[config.mk]
export PLATFORM = sky130hd
export DESIGN_NAME = daddb_lane_stage_flat
export DESIGN_NICKNAME = d
export VERILOG_FILES = /design/src/rtl/daddb_lane_stage_pkg.sv /design/src/rtl/daddb_lane_stage_if.sv /design/src/rtl/daddb_lane_stage_sel.sv /design/src/rtl/daddb_lane_stage.sv /design/src/flat_wrapper.sv
export SDC_FILE = /design/constraint.sdc
export NUM_CORES = 1
export LEC_CHECK = 0
export ABC_AREA = 1
export CELL_PAD_IN_SITES_DETAIL_PLACEMENT = 0
export CELL_PAD_IN_SITES_GLOBAL_PLACEMENT = 1
export CORE_MARGIN = 5
export CORE_UTILIZATION = 38
export DETAILED_ROUTE_END_ITERATION = 7
export GPL_TIMING_DRIVEN = 0
export HOLD_SLACK_MARGIN = 0.05
export PLACE_DENSITY = 0.86
export REMOVE_ABC_BUFFERS = 1
export SLEW_MARGIN = 20
export SYNTH_ARGS = -nofsm -noshare
export SYNTH_HDL_FRONTEND = slang
export SYNTH_SLANG_ARGS = --single-unit
[constraint.sdc]
create_clock -name sys_clk -period 3.75 [get_ports sys_clk]
set_input_delay 0.75 -clock sys_clk [delete_from_list [all_inputs] [get_ports sys_clk]]
set_output_delay 0.75 -clock sys_clk [all_outputs]
set_load 0.05 [all_outputs]
[src/rtl/daddb_lane_stage_pkg.sv]
// Shared blitter constants for the data-adder B-operand stage:
// select codes for the increment word and a lane-packing helper.
package daddb_lane_stage_pkg;

    // daddbsel[2] value that routes source data straight through
    localparam logic DADDB_SRCD = 1'b0;

    // daddbsel[1:0] codes choosing the broadcast increment half-word
    localparam logic [1:0] IINC_LO = 2'd0;
    localparam logic [1:0] IINC_HI = 2'd1;
    localparam logic [1:0] ZINC_LO = 2'd2;
    localparam logic [1:0] ZINC_HI = 2'd3;

    // Bit offset of lane 'lane' inside a lane-packed bus of width-'lw' lanes
    function automatic int unsigned laneLsb(input int unsigned lane, input int unsigned lw);
        return lane * lw;
    endfunction

endpackage

[src/rtl/daddb_lane_stage_if.sv]
// Command/result bundle between the blitter front end, the B-operand
// stage and the data adder. The stage itself uses the slave view.
interface daddb_lane_stage_if #(
    parameter int LANES = 4,
    parameter int LW    = 16
);
    logic                  in_valid;
    logic                  in_ready;
    logic [LANES*LW-1:0]   srcd;
    logic [2*LW-1:0]       iinc;
    logic [2*LW-1:0]       zinc;
    logic [2:0]            daddbsel;
    logic                  stagger;
    logic                  out_valid;
    logic                  out_ready;
    logic [LANES*LW-1:0]   addb;
    logic                  busy;

    modport master (
        output in_valid, srcd, iinc, zinc, daddbsel, stagger, out_ready,
        input  in_ready, out_valid, addb, busy
    );

    modport slave (
        input  in_valid, srcd, iinc, zinc, daddbsel, stagger, out_ready,
        output in_ready, out_valid, addb, busy
    );
endinterface

[src/rtl/daddb_lane_stage_sel.sv]
// Combinational per-lane B-operand select: source data, a broadcast
// increment word, or the staggered multiples word*(k+1) for phrase mode.
module daddb_lane_sel
    import daddb_lane_stage_pkg::*;
#(
    parameter int LANES = 4,
    parameter int LW    = 16
) (
    input  logic [LANES*LW-1:0] srcd_i,
    input  logic [2*LW-1:0]     iinc_i,
    input  logic [2*LW-1:0]     zinc_i,
    input  logic [2:0]          daddbsel_i,
    input  logic                stagger_i,
    output logic [LANES*LW-1:0] lanes_o
);

    logic [LW-1:0] word;
    logic [LW-1:0] acc;

    // Pick the increment half-word that is broadcast or staggered
    always_comb begin
        word = '0;
        case (daddbsel_i[1:0])
            IINC_LO: word = iinc_i[LW-1:0];
            IINC_HI: word = iinc_i[2*LW-1:LW];
            ZINC_LO: word = zinc_i[LW-1:0];
            ZINC_HI: word = zinc_i[2*LW-1:LW];
            default: word = '0;
        endcase
    end

    // Build each lane; the stagger multiples come from a running sum so no multiplier is needed, wrapping mod 2^LW
    always_comb begin
        lanes_o = '0;
        acc     = word;
        for (int k = 0; k < LANES; k++) begin
            if (daddbsel_i[2] == DADDB_SRCD) begin
                lanes_o[laneLsb(k, LW) +: LW] = srcd_i[laneLsb(k, LW) +: LW];
            end else if (stagger_i) begin
                lanes_o[laneLsb(k, LW) +: LW] = acc;
            end else begin
                lanes_o[laneLsb(k, LW) +: LW] = word;
            end
            acc = acc + word;
        end
    end

endmodule

[src/rtl/daddb_lane_stage.sv]
// Pipelined data-adder B-operand stage: lane select followed by an output
// register, optionally backed by a skid entry so a stalled adder never drops
// an accepted command.
module daddb_lane_stage
    import daddb_lane_stage_pkg::*;
#(
    parameter int LANES = 4,
    parameter int LW    = 16,
    parameter int SKID  = 1
) (
    input logic                sys_clk,
    input logic                resetl,
    daddb_lane_stage_if.slave  bus
);

    localparam int W = LANES * LW;

    logic [W-1:0] selData;
    logic         accept;
    logic         drain;

    daddb_lane_sel #(
        .LANES (LANES),
        .LW    (LW)
    ) u_sel (
        .srcd_i     (bus.srcd),
        .iinc_i     (bus.iinc),
        .zinc_i     (bus.zinc),
        .daddbsel_i (bus.daddbsel),
        .stagger_i  (bus.stagger),
        .lanes_o    (selData)
    );

    assign accept = bus.in_valid && bus.in_ready;
    assign drain  = bus.out_valid && bus.out_ready;

    if (SKID != 0) begin : g_skid
        logic         outValid_q, outValid_d;
        logic         skidValid_q, skidValid_d;
        logic         inReady_q;
        logic [W-1:0] outData_q, outData_d;
        logic [W-1:0] skidData_q, skidData_d;

        // Next-state for output and skid slots; the skid entry always drains first to keep FIFO order
        always_comb begin
            outValid_d  = outValid_q;
            outData_d   = outData_q;
            skidValid_d = skidValid_q;
            skidData_d  = skidData_q;
            if (!outValid_q || drain) begin
                if (skidValid_q) begin
                    outValid_d  = 1'b1;
                    outData_d   = skidData_q;
                    skidValid_d = accept;
                    if (accept) begin
                        skidData_d = selData;
                    end
                end else begin
                    outValid_d = accept;
                    if (accept) begin
                        outData_d = selData;
                    end
                end
            end else if (accept) begin
                skidValid_d = 1'b1;
                skidData_d  = selData;
            end
        end

        // Slot registers; in_ready is registered from the next skid occupancy and held low through reset
        always_ff @(posedge sys_clk or negedge resetl) begin
            if (!resetl) begin
                outValid_q  <= 1'b0;
                outData_q   <= '0;
                skidValid_q <= 1'b0;
                skidData_q  <= '0;
                inReady_q   <= 1'b0;
            end else begin
                outValid_q  <= outValid_d;
                outData_q   <= outData_d;
                skidValid_q <= skidValid_d;
                skidData_q  <= skidData_d;
                inReady_q   <= !skidValid_d;
            end
        end

        assign bus.in_ready  = inReady_q;
        assign bus.out_valid = outValid_q;
        assign bus.addb      = outData_q;
        assign bus.busy      = outValid_q || skidValid_q;
    end else begin : g_reg
        logic         armed_q;
        logic         outValid_q;
        logic [W-1:0] outData_q;

        // Single output register; armed_q keeps in_ready low until the first edge after reset
        always_ff @(posedge sys_clk or negedge resetl) begin
            if (!resetl) begin
                armed_q    <= 1'b0;
                outValid_q <= 1'b0;
                outData_q  <= '0;
            end else begin
                armed_q <= 1'b1;
                if (accept) begin
                    outValid_q <= 1'b1;
                    outData_q  <= selData;
                end else if (drain) begin
                    outValid_q <= 1'b0;
                end
            end
        end

        assign bus.in_ready  = armed_q && (!outValid_q || bus.out_ready);
        assign bus.out_valid = outValid_q;
        assign bus.addb      = outData_q;
        assign bus.busy      = outValid_q;
    end

endmodule
[src/flat_wrapper.sv]
// flat-port wrapper written by rule: the top's interface ports become plain ports
module daddb_lane_stage_flat import daddb_lane_stage_pkg::*;
#(
    parameter int LANES = 4,
    parameter int LW    = 16,
    parameter int SKID  = 1
)
  (sys_clk, resetl, bus_in_valid, bus_srcd, bus_iinc, bus_zinc, bus_daddbsel, bus_stagger, bus_out_ready, bus_in_ready, bus_out_valid, bus_addb, bus_busy);
  daddb_lane_stage_if #(.LANES(LANES), .LW(LW)) bus_i ();
  input logic sys_clk;
  input logic resetl;
  input wire logic [$bits(bus_i.in_valid)-1:0] bus_in_valid;
  input wire logic [$bits(bus_i.srcd)-1:0] bus_srcd;
  input wire logic [$bits(bus_i.iinc)-1:0] bus_iinc;
  input wire logic [$bits(bus_i.zinc)-1:0] bus_zinc;
  input wire logic [$bits(bus_i.daddbsel)-1:0] bus_daddbsel;
  input wire logic [$bits(bus_i.stagger)-1:0] bus_stagger;
  input wire logic [$bits(bus_i.out_ready)-1:0] bus_out_ready;
  output wire logic [$bits(bus_i.in_ready)-1:0] bus_in_ready;
  output wire logic [$bits(bus_i.out_valid)-1:0] bus_out_valid;
  output wire logic [$bits(bus_i.addb)-1:0] bus_addb;
  output wire logic [$bits(bus_i.busy)-1:0] bus_busy;
  assign bus_i.in_valid = bus_in_valid;
  assign bus_i.srcd = bus_srcd;
  assign bus_i.iinc = bus_iinc;
  assign bus_i.zinc = bus_zinc;
  assign bus_i.daddbsel = bus_daddbsel;
  assign bus_i.stagger = bus_stagger;
  assign bus_i.out_ready = bus_out_ready;
  assign bus_in_ready = bus_i.in_ready;
  assign bus_out_valid = bus_i.out_valid;
  assign bus_addb = bus_i.addb;
  assign bus_busy = bus_i.busy;
  daddb_lane_stage #(.LANES(LANES), .LW(LW), .SKID(SKID)) u_core (.sys_clk(sys_clk), .resetl(resetl), .bus(bus_i));
endmodule
==> run summary <==
CP peak stage delay: 0.31 ns
Clock slew seen by the registers of the worst setup and hold paths: 0.06 ns
Status: complete, but fails checks
HP Class: in2async
Final core utilization: 0.606
Largest net degree at the start of global routing: 75
Clock power frac: 0.170
Worst vdd ir: 0.376 mV
Worst path arrival time: 4.32 ns
P&R area growth vs syn: 57.9%
Max-Cap Viols: 0
Top routing layer in use: met5
Cts hold-fix bufs: 0
CTS root buffer: clkbuf_16
FF/Latch Area: 3280 µm²
Critical R2R Capture: u_core.bus.addb[38]
Layout cell share with drive strength beyond 1: 0.232
WS Path Type: in2reg
TritonCTS clock tree: yes
Leak pwr: 6.01 nW
Tot GR Track Use: 0.239
Most frequent cells in the layout: nand2_1 (331), clkdlybuf4s50_1 (186), dfrtp_1 (130), o21ai_0 (123), nor2_1 (103)
Violated checks: negative setup slack
PortBufs: 202
Worst-Skew Late Latency: 0.43 ns
Clock buffer depth: 2
Post-synth cell types: 42
DRT iter0 DRCs: 518
Core area: 21700 µm²
Drt wl/cell: 17.3 µm
GPL Wtd Cong: 0.875
Final net count: 1629
Hold Vio Cnt, Final: 0
Vias per inst: 5.25
Post-layout minimum cycle time: 4.01 ns
Layout fillers: 1966
Number of synthesized flops with an enable pin: 0
Initial Utilization: 0.384
Syn Inst Count: 1199
Area of the multi-input gates: 5590 µm²
Power per cell area: 780 nW/µm²
Placed cell count: 1625
Worst reg-to-reg setup slack: 0.30 ns
Achievable Freq: 0.249 GHz
Async set-reset flop share out of synthesis: 1.00
Fin cells: 1759
Most common cell on crit path: nand2_2
Htree depth: 4
Congestion Overflow GR: 0
Synth Flop Type: dfrtp_1
Total wire length: 30500 µm
Antenna violations before repair: 1
Sequential element share of the synthesized area: 0.394
Worst setup margin: -0.265 ns
Slowest CP cell: a221oi_4
Setup crit start kind: input port
R2R cell count: 7
Die W: 158 µm
First-pass GRT wire length: 46900 µm
Power Internal: 0.00542 W
Site Rows: 54
Final Cycle Share: 1.07
#FFs+latches synth: 131
Slew @ Worst Pin: 1.07 ns
Slew headroom: 0.285
Logic pwr share: 0.584
FF-to-FF Start: u_core.g_skid.skidValid_q
Worst slack, placed: -2.49 ns
Residual DRC: 0
Crit Path Max Fanout: 5
Vias in the first global route: 9045
WL met3: 2300 µm
Flop pwr share: 0.245
Syn_area_per_cell: 6.94 µm²
RSZ-0062 raised after global routing: yes
Mapped Area: 8320 µm²
Post-route ant nets: 0
# IOs: 203
Drt first pass iters: 6
Critical Path RT: 4.06 ns
Sw Share: 0.471
Commonest non-fill, non-tap cell in the layout: nand2_1
Switch Pwr: 0.00483 W
Vias: 9227
Die Area: 24900 µm²
Synth warn: 0
Crit end category: register
Cts bufs inserted: 17
Ant diodes: 0
CTS sink cnt: 131
Final setup violation count: 12
Clk_skew: 0.0103 ns
Pins Over Slew Limit: 0
DP HPWL: 20100 µm
DIE HEIGHT: 158 µm
Met2 wire len: 14400 µm
Met1 WL: 13200 µm
worst max-delay path: cells and delay by family:
kind            cells  cell delay, ns
simple gates       15            1.26
compound gates      5            0.98
buf+inv             6            0.67
fa+ha+maj           2            0.49
xor+xnor            1            0.17
final cells by class:
| type | count | share of cell area |
|---|---|---|
| Multi-Input combinational cell | 932 | 0.425 |
| Inverter | 75 | 0.0251 |
| Clock inverter | 12 | 0.0119 |
| Sequential cell | 131 | 0.250 |
| Tap cell | 280 | 0.0267 |
| Clock buffer | 20 | 0.0348 |
| Timing Repair Buffer | 309 | 0.227 |
synthesized netlist by cell type, types with 9 or more instances:
| library cell | instances | share of area |
|---|---|---|
| o21ai_1 | 14 | 0.0084 |
| clkbuf_1 | 45 | 0.020 |
| o21ai_0 | 147 | 0.088 |
| o21a_1 | 10 | 0.0090 |
| nand2_1 | 378 | 0.17 |
| nand4_1 | 9 | 0.0068 |
| nand3_1 | 67 | 0.040 |
| inv_1 | 68 | 0.031 |
| a21oi_1 | 86 | 0.052 |
| ha_1 | 26 | 0.039 |
| a31oi_1 | 9 | 0.0068 |
| dfrtp_1 | 131 | 0.39 |
| nor2_1 | 115 | 0.052 |
metal layers:
metal / GRT usage / up-vias
met5: 0 / -
met2: 0.385 / 317
met4: 0.0621 / 2
met1: 0.320 / 4357
li1: - / 4500
met3: 0.0634 / 51
sequential cells by signal, indices dropped and copies added, names as in the netlist:
| name | flops |
|---|---|
| u_core.bus.addb | 64 |
| u_core.g_skid.skidData_q | 64 |
| u_core.bus.out_valid | 1 |
| u_core.bus.in_ready | 1 |
| u_core.g_skid.skidValid_q | 1 |
what timing repair did:
item	in CTS	in global routing
gates resized for setup	184	127
pin swaps	70	89
endpoints found under the setup margin	66	45
buffers inserted	78	27
through the flow:
stage                     hold WS [ns]  area [µm²]  total power (W)   TNS, ns
after floorplan                  0.444        8040          0.00583   -123.89
after global placement           0.462       10400          0.00748  -1013.77
after detailed placement         0.465       10600          0.00756    -81.65
after CTS                        0.277       12400          0.00980    -0.732
after global routing             0.297       13100           0.0109     -4.19
final                            0.274       13100           0.0102     -1.48
cells by family (layout without fill, tap and decap cells):
logic type | Yosys count | after routing | synth area share
AOI/OAI and AO/OA | 290 | 290 | 0.187
xor gates and xnor gates | 8 | 8 | 0.00842
adders and majority gates | 27 | 27 | 0.0415
buffers and inverters | 136 | 416 | 0.0668
DFF | 131 | 131 | 0.394
and+or+nand+nor | 607 | 607 | 0.302
power by group through the flow:
stage          clock network (W)  logic (W)  registers [W]
6_report                 0.00174    0.00599        0.00251
3_3_place_gp                   0    0.00490        0.00258
5_1_grt                  0.00185    0.00649        0.00261
3_5_place_dp                   0    0.00503        0.00253
2_1_floorplan                  0    0.00212        0.00371
4_1_cts                  0.00178    0.00551        0.00252
worst max-delay path by stage:
stage                               from  depth (start not counted)  slack, ns                            to
3_3_place_gp   u_core.g_skid.skidValid_q                          4      -5.64  u_core.g_skid.skidData_q[50]
6_report                 bus_daddbsel[0]                         29      -0.26           u_core.bus.addb[62]
5_1_grt                     bus_iinc[25]                         23      -0.54           u_core.bus.addb[63]
4_1_cts                  bus_daddbsel[0]                         28      -0.22           u_core.bus.addb[63]
3_5_place_dp             bus_daddbsel[1]                         30      -2.49           u_core.bus.addb[63]
2_1_floorplan  u_core.g_skid.skidValid_q                          5      -1.64  u_core.g_skid.skidData_q[10]
(Power assumes the default switching activity.)
